===== src/rtl/text_pkg.sv =====
`default_nettype none
// ============================================================================
//  Module      : text_pkg
//  Description : Shared text-mode geometry, control codes and writer FSM
//                encoding. Also used by the display side to decode the
//                {row, col} screen RAM address.
//  Revision    : 1.0 - initial release
// ============================================================================
package text_pkg;

    // Screen geometry defaults and fill code
    localparam int          TEXT_COLS  = 80;
    localparam int          TEXT_ROWS  = 25;
    localparam logic [7:0]  TEXT_BLANK = 8'h20;

    // Address field widths: addr = {row[4:0], col[6:0]}
    localparam int COL_W  = 7;
    localparam int ROW_W  = 5;
    localparam int ADDR_W = ROW_W + COL_W;

    // Control codes
    localparam logic [7:0] CODE_BS = 8'h08;
    localparam logic [7:0] CODE_LF = 8'h0A;
    localparam logic [7:0] CODE_FF = 8'h0C;
    localparam logic [7:0] CODE_CR = 8'h0D;

    // Writer FSM encoding
    localparam logic [1:0] ST_IDLE    = 2'd0;
    localparam logic [1:0] ST_WRITE   = 2'd1;
    localparam logic [1:0] ST_CLR_ROW = 2'd2;
    localparam logic [1:0] ST_CLR_ALL = 2'd3;

    function automatic logic is_printable(input logic [7:0] code);
        return (code >= 8'h20) && (code <= 8'h7E);
    endfunction

    function automatic logic [ADDR_W-1:0] pack_addr(input logic [ROW_W-1:0] row,
                                                    input logic [COL_W-1:0] col);
        return {row, col};
    endfunction

endpackage
`default_nettype wire


===== src/rtl/text_clear_seq.sv =====
`default_nettype none
// ============================================================================
//  Module      : text_clear_seq
//  Description : Clear sweep address generator. Walks the columns of one row
//                (all_rows=0) or every row row-major from {0,0} (all_rows=1),
//                one address per cycle.
//  Ports       : clk, rst_n      - clock, async active-low reset
//                start           - one-cycle pulse that (re)starts a sweep
//                all_rows        - sampled with start: sweep whole screen
//                row             - sampled with start: row for single sweep
//                waddr           - current sweep address {row, col}
//                active          - waddr is valid this cycle
//                done            - last address of the sweep is on waddr
//  Revision    : 1.0 - initial release
// ============================================================================
module text_clear_seq
    import text_pkg::*;
#(
    parameter int COLS = TEXT_COLS,
    parameter int ROWS = TEXT_ROWS
)(
    input  logic              clk,
    input  logic              rst_n,
    input  logic              start,
    input  logic              all_rows,
    input  logic [ROW_W-1:0]  row,
    output logic [ADDR_W-1:0] waddr,
    output logic              active,
    output logic              done
);

    localparam logic [COL_W-1:0] c_last_col = 7'(COLS - 1);
    localparam logic [ROW_W-1:0] c_last_row = 5'(ROWS - 1);

    logic             r_active;
    logic             r_all;
    logic [COL_W-1:0] r_col;
    logic [ROW_W-1:0] r_row;

    logic w_last_col;
    logic w_last_row;
    logic w_done;

    // Separate column and row counters, each with its own end-of-range compare
    assign w_last_col = (r_col == c_last_col);
    assign w_last_row = (r_row == c_last_row);
    assign w_done     = r_active && w_last_col && (!r_all || w_last_row);

    always_ff @(posedge clk or negedge rst_n) begin
        if (!rst_n) begin
            r_active <= 1'b0;
            r_all    <= 1'b0;
            r_col    <= '0;
            r_row    <= '0;
        end else if (start) begin
            r_active <= 1'b1;
            r_all    <= all_rows;
            r_col    <= '0;
            r_row    <= all_rows ? '0 : row;
        end else if (r_active) begin
            if (w_last_col) begin
                r_col <= '0;
                if (w_done) begin
                    r_active <= 1'b0;
                end else begin
                    r_row <= r_row + 5'd1;
                end
            end else begin
                r_col <= r_col + 7'd1;
            end
        end
    end

    assign waddr  = pack_addr(r_row, r_col);
    assign active = r_active;
    assign done   = w_done;

endmodule
`default_nettype wire


===== src/rtl/text_writer.sv =====
`default_nettype none
// ============================================================================
//  Module      : text_writer
//  Description : Terminal-style character writer. Accepts a byte stream,
//                writes printable codes into screen RAM at the cursor and
//                interprets CR, LF, BS and FF. Line feeds (explicit or from
//                column wrap) blank the new row; FF blanks the whole screen.
//  Ports       : clk, rst_n            - clock, async active-low reset
//                char_valid/char_data  - character offer
//                char_ready            - character accepted this cycle
//                ram_waddr/wdata/wren  - screen RAM write port
//                cursor_col/cursor_row - current cursor position
//                busy                  - row or screen clear in progress
//  Revision    : 1.0 - initial release
// ============================================================================
module text_writer
    import text_pkg::*;
#(
    parameter int         COLS  = TEXT_COLS,
    parameter int         ROWS  = TEXT_ROWS,
    parameter logic [7:0] BLANK = TEXT_BLANK
)(
    input  logic              clk,
    input  logic              rst_n,
    input  logic              char_valid,
    input  logic [7:0]        char_data,
    output logic              char_ready,
    output logic [ADDR_W-1:0] ram_waddr,
    output logic [7:0]        ram_wdata,
    output logic              ram_wren,
    output logic [COL_W-1:0]  cursor_col,
    output logic [ROW_W-1:0]  cursor_row,
    output logic              busy
);

    localparam logic [COL_W-1:0] c_last_col = 7'(COLS - 1);
    localparam logic [ROW_W-1:0] c_last_row = 5'(ROWS - 1);

    logic [1:0]        r_state;
    logic              r_ready_en;   // holds char_ready low until first edge out of reset
    logic [COL_W-1:0]  r_col;
    logic [ROW_W-1:0]  r_row;
    logic [ADDR_W-1:0] r_waddr;
    logic [7:0]        r_wdata;
    logic              r_is_bs;      // WRITE cycle is a backspace blank: no cursor advance

    logic              w_xfer;
    logic [ROW_W-1:0]  w_next_row;
    logic              w_seq_start;
    logic              w_seq_all;
    logic [ROW_W-1:0]  w_seq_row;
    logic [ADDR_W-1:0] w_seq_waddr;
    logic              w_seq_active;
    logic              w_seq_done;

    assign char_ready = r_ready_en && (r_state == ST_IDLE);
    assign w_xfer     = char_valid && char_ready;
    assign w_next_row = (r_row == c_last_row) ? '0 : (r_row + 5'd1);
    assign busy       = (r_state == ST_CLR_ROW) || (r_state == ST_CLR_ALL);

    // The sweep is launched on the same edge that moves the FSM into a
    // clear state, so busy and the sweep's active window line up exactly.
    always_comb begin
        w_seq_start = 1'b0;
        w_seq_all   = 1'b0;
        w_seq_row   = w_next_row;
        if ((r_state == ST_IDLE) && w_xfer) begin
            if (char_data == CODE_LF) begin
                w_seq_start = 1'b1;
            end else if (char_data == CODE_FF) begin
                w_seq_start = 1'b1;
                w_seq_all   = 1'b1;
            end
        end else if ((r_state == ST_WRITE) && !r_is_bs && (r_col == c_last_col)) begin
            w_seq_start = 1'b1;
        end
    end

    text_clear_seq #(
        .COLS (COLS),
        .ROWS (ROWS)
    ) u_clear_seq (
        .clk      (clk),
        .rst_n    (rst_n),
        .start    (w_seq_start),
        .all_rows (w_seq_all),
        .row      (w_seq_row),
        .waddr    (w_seq_waddr),
        .active   (w_seq_active),
        .done     (w_seq_done)
    );

    always_ff @(posedge clk or negedge rst_n) begin
        if (!rst_n) begin
            r_state    <= ST_IDLE;
            r_ready_en <= 1'b0;
            r_col      <= '0;
            r_row      <= '0;
            r_waddr    <= '0;
            r_wdata    <= '0;
            r_is_bs    <= 1'b0;
        end else begin
            r_ready_en <= 1'b1;
            case (r_state)
                ST_IDLE: begin
                    if (w_xfer) begin
                        if (is_printable(char_data)) begin
                            r_state <= ST_WRITE;
                            r_waddr <= pack_addr(r_row, r_col);
                            r_wdata <= char_data;
                            r_is_bs <= 1'b0;
                        end else if (char_data == CODE_CR) begin
                            r_col <= '0;
                        end else if (char_data == CODE_LF) begin
                            r_row   <= w_next_row;
                            r_state <= ST_CLR_ROW;
                        end else if (char_data == CODE_BS) begin
                            if (r_col != '0) begin
                                r_col   <= r_col - 7'd1;
                                r_waddr <= pack_addr(r_row, r_col - 7'd1);
                                r_wdata <= BLANK;
                                r_is_bs <= 1'b1;
                                r_state <= ST_WRITE;
                            end
                        end else if (char_data == CODE_FF) begin
                            r_state <= ST_CLR_ALL;
                        end
                        // any other code is consumed with no effect
                    end
                end
                ST_WRITE: begin
                    if (r_is_bs) begin
                        r_state <= ST_IDLE;
                    end else if (r_col == c_last_col) begin
                        r_col   <= '0;
                        r_row   <= w_next_row;
                        r_state <= ST_CLR_ROW;
                    end else begin
                        r_col   <= r_col + 7'd1;
                        r_state <= ST_IDLE;
                    end
                end
                ST_CLR_ROW: begin
                    if (w_seq_done) begin
                        r_state <= ST_IDLE;
                    end
                end
                ST_CLR_ALL: begin
                    if (w_seq_done) begin
                        r_col   <= '0;
                        r_row   <= '0;
                        r_state <= ST_IDLE;
                    end
                end
                default: r_state <= ST_IDLE;
            endcase
        end
    end

    // RAM port: WRITE drives the latched word, clear states drive the sweep.
    // All sources are reset asynchronously, so the port is quiet in reset.
    assign ram_wren   = (r_state == ST_WRITE) || (busy && w_seq_active);
    assign ram_waddr  = busy ? w_seq_waddr : r_waddr;
    assign ram_wdata  = busy ? BLANK : r_wdata;
    assign cursor_col = r_col;
    assign cursor_row = r_row;

endmodule
`default_nettype wire


===== config.mk =====
export PLATFORM = sky130hd
export DESIGN_NAME = text_writer
export DESIGN_NICKNAME = d
export VERILOG_FILES = /design/src/rtl/text_pkg.sv /design/src/rtl/text_clear_seq.sv /design/src/rtl/text_writer.sv
export SDC_FILE = /design/constraint.sdc
export NUM_CORES = 1
export LEC_CHECK = 0
export BUFFER_PORTS_ARGS = -buffer_cell sky130_fd_sc_hd__buf_4
export CAP_MARGIN = 20
export CELL_PAD_IN_SITES_DETAIL_PLACEMENT = 1
export CELL_PAD_IN_SITES_GLOBAL_PLACEMENT = 1
export CORE_ASPECT_RATIO = 0.5
export CORE_UTILIZATION = 40
export DETAILED_ROUTE_END_ITERATION = 16
export PLACE_DENSITY_LB_ADDON = 0.1
export SLEW_MARGIN = 25
export SYNTH_ARGS = -nofsm -noshare
export SYNTH_HDL_FRONTEND = slang
export SYNTH_SLANG_ARGS = --single-unit

===== constraint.sdc =====
create_clock -name clk -period 2.1 [get_ports clk]
set_input_delay 0.63 -clock clk [delete_from_list [all_inputs] [get_ports clk]]
set_output_delay 0.63 -clock clk [all_outputs]
set_load 0.02 [all_outputs]

==> metrics.md <==
| Metric | Value |
|---|---|
| Sequential cell area | `0.00125 mm2` |
| Status | `completed` |
| Top cells by count, synth | `dfrtp_1 (50), nand2_1 (29), mux2_2 (25)` |
| Port buffer count | `45` |
| Post-synthesis sequential area ratio | `0.391` |
| GR Util met3 | `0.0464` |
| DRC | `0` |
| GR peak layer | `met2` |
| Clk_lat worst skew | `roughly 0.3 ns` |
| First-pass GRT wire length | `16100 um` |
| Remaining antenna violation count | `0` |
| Number of max-cap violations | `0` |
| Number of enable flip-flop cells after synthesis | `0` |
| FP Rows | `22` |
| CTS tree | `built` |
| Fraction of registers with async set/reset | `1.00` |
| Final HPWL DP | `6850 um` |
| Nets | `426` |
| Synth cell types | `71` |
| Hold Vio Cnt, Final | `0` |
| WS Path Type | `reg2out` |
| Core ar. | `0.00754 mm2` |
| Synth Register Bits | `50` |
| CTS buffer count | `5` |
| Gr usage total | `0.250` |
| Max Clk Rate | `0.484 GHz` |
| Antenna violations before repair | `0` |
| Die Ht | `65.3 um` |
| Multi-input logic area | `0.00188 mm2` |
| Violation count after the first detailed-route iteration | `221` |
| Layout cells sized above 1 | `0.426` |
| Endpoints failing setup | `0` |
| Actual slew at the worst max-slew pin | `approximately 0.67 ns` |
| DP Area | `about 0.004 mm2` |
| DP Cell Count | `between 500 and 600` |
| Fin area | `0.00431 mm2` |
| Leak Pwr | `1.96 nW` |
| Syn_nets | `roughly 340` |
| DRT Pass-1 Iters | `4` |
| CTS sink count | `50` |
| WL final | `9930 um` |
| Post-DR vias/cell | `roughly 5.5` |
| Vias in the first global route | `3051` |
| CP startpoint kind | `register` |
| Count leader, synth | `dfrtp_1` |
| GR Util met2 | `0.416` |
| Top cell type's share of synthesized area | `0.391` |
| Vias | `between 2000 and 3000` |
| Finished Layout Cells | `516` |
| Clk pin slew, worst setup/hold paths | `0.07 ns` |
| Unrepaired setup endpoints after global routing | `yes` |
| Die X | `129 um` |
| CTS H-tree lvls | `2` |
| Post-synthesis cell count | `320` |
| Yosys warns | `0` |
| Critical Path RT | `1.47 ns` |
| Initial Util | `0.425` |
| Max-slew violation count | `0` |
| Antenna diodes | `0` |
| Synth-to-layout area growth | `34.6%` |
| Setup TNS | `0 ns` |
| Top FF cell, synth | `dfrtp_1` |
| Tcrit/Tclk final | `0.984` |
| Pwr Density | `505 mW/mm2` |
| Top cells by area, synth | `dfrtp_1 (39%), mux2_2 (8.8%), nand2_1 (3.4%), ha_1 (3.1%), mux2_4 (2.8%)` |
| Max VDD drop | `approximately 450 uV` |
| I/O pin total | `46` |
| R2r worst-path depth | `6` |
| Root Buffer | `clkbuf_16` |
| Hold buffer count at cts | `0` |
| Worst rel slew slack | `0.553` |
| Crit path DAT | `1.44 ns` |
| Yosys top cell by area | `dfrtp_1` |
| Syn Area/Cell | `10.0 um2` |
| Max FO, Critical Path | `17` |
| Routability cong. | `~0.9` |
| Wire per inst | `around 19 um` |
| Largest net degree at the start of global routing | `approximately 50` |
| CP Capture Type | `output pin` |
| Min cycle time layout | `2.07 ns` |
| M1 GR Usage | `0.339` |
| Syn Std Cell Area | `0.00320 mm2` |
| Hold crit path type | `in2async` |
| Hold WS | `0.364 ns` |
| Total power | `2.18 mW` |
| Die area | `0.00839 mm2` |
| Global route overflow | `0` |
| Clock Path Buffers | `2` |
| Clock skew | `0.00507 ns` |
| Fill cell count | `873` |
## worst max-delay path: stages, from the launching register on
cell and delay [ns]:
dfrtp_2 0.44, buf_12 0.18, mux2_2 0.36, buf_4 0.16
## routing by layer
metal  share of wire  wire length (um)
met1            0.48              4770
met2            0.47              4700
met3           0.040               393
met4          0.0061                61
met5               0                 0
## worst paths after layout
check / from / endpoint / slack, ns
hold reg to reg: r_wdata[7] / r_wdata[7] / 0.50
setup / recovery: r_state[1] / ram_waddr[11] / 0.03
hold / removal: rst_n / cursor_col[2] / 0.36
min in group clk: r_wdata[7] / r_wdata[7] / 0.50
max in group asynchronous: rst_n / r_state[1] / 1.25
setup reg to reg: cursor_col[6] / u_clear_seq.r_row[0] / 0.06
## sequential cells by signal, summed over array words and instances (netlist names)
signal	count
r_waddr	12
r_wdata	8
cursor_col	7
u_clear_seq.r_col	7
cursor_row	5
u_clear_seq.r_row	5
r_state	2
r_is_bs	1
r_ready_en	1
u_clear_seq.active	1
u_clear_seq.r_all	1
## layout by cell type (no fill, tap or decap), types with 4 or more instances in the layout
cell type  instances
xnor2_1            5
nor2b_1            8
inv_1             13
a22o_2             5
nand2b_1           4
buf_4             93
a21oi_1           17
xor2_1             6
mux2_4            13
nand3_1           13
clkbuf_16          6
nor2_1            17
mux2_2            18
a31oi_1            6
mux2i_1            6
nand2_1           29
dfrtp_1           49
ha_1               7
o21ai_0            9
## area by class of cell
type	instances	area share
clock inverters	2	0.0139
repair buffers	98	0.184
clock buffers	6	0.0322
multi-input cells	239	0.436
inverters	13	0.0113
well taps	108	0.0313
flip-flops and latches	50	0.290
## logic make-up (layout without fill, tap and decap cells)
group / after synthesis / in the layout / share of synthesized area
DFF: 50 / 50 / 0.391
other: 1 / 1 / 0.00117
adders and majority gates: 8 / 8 / 0.0313
and+or+nand+nor: 110 / 110 / 0.199
AOI/OAI and AO/OA: 72 / 72 / 0.160
muxes: 37 / 37 / 0.135
xor gates and xnor gates: 11 / 11 / 0.0301
buffers and inverters: 31 / 119 / 0.0531
## power by group
part	total, mW	switching [mW]	leakage [nW]	internal, mW
Sequential	0.963	0.000447	0.634	0.963
Clock	1.12	0.401	0.0971	0.717
Combinational	0.0968	0.0572	1.23	0.0396
Total	2.18	0.459	1.96	1.72
## timing repair
| action | 4_1_cts | 5_1_grt |
|---|---|---|
| gates cloned | 0 | 1 |
| buffers inserted | 0 | 0 |
| pin swaps | 1 | 2 |
| endpoints found under the setup margin | 19 | 43 |
| gates resized for setup | 5 | 17 |
## through the flow
stage	util	worst slack, ns
finish	0.572	0.0326
floorplan	-	-0.183
global placement	0.530	-0.352
global route	0.572	-0.0191
CTS	0.559	0.00303
detailed placement	0.530	-0.392
No activity file was read; power rests on OpenSTA's default activity.
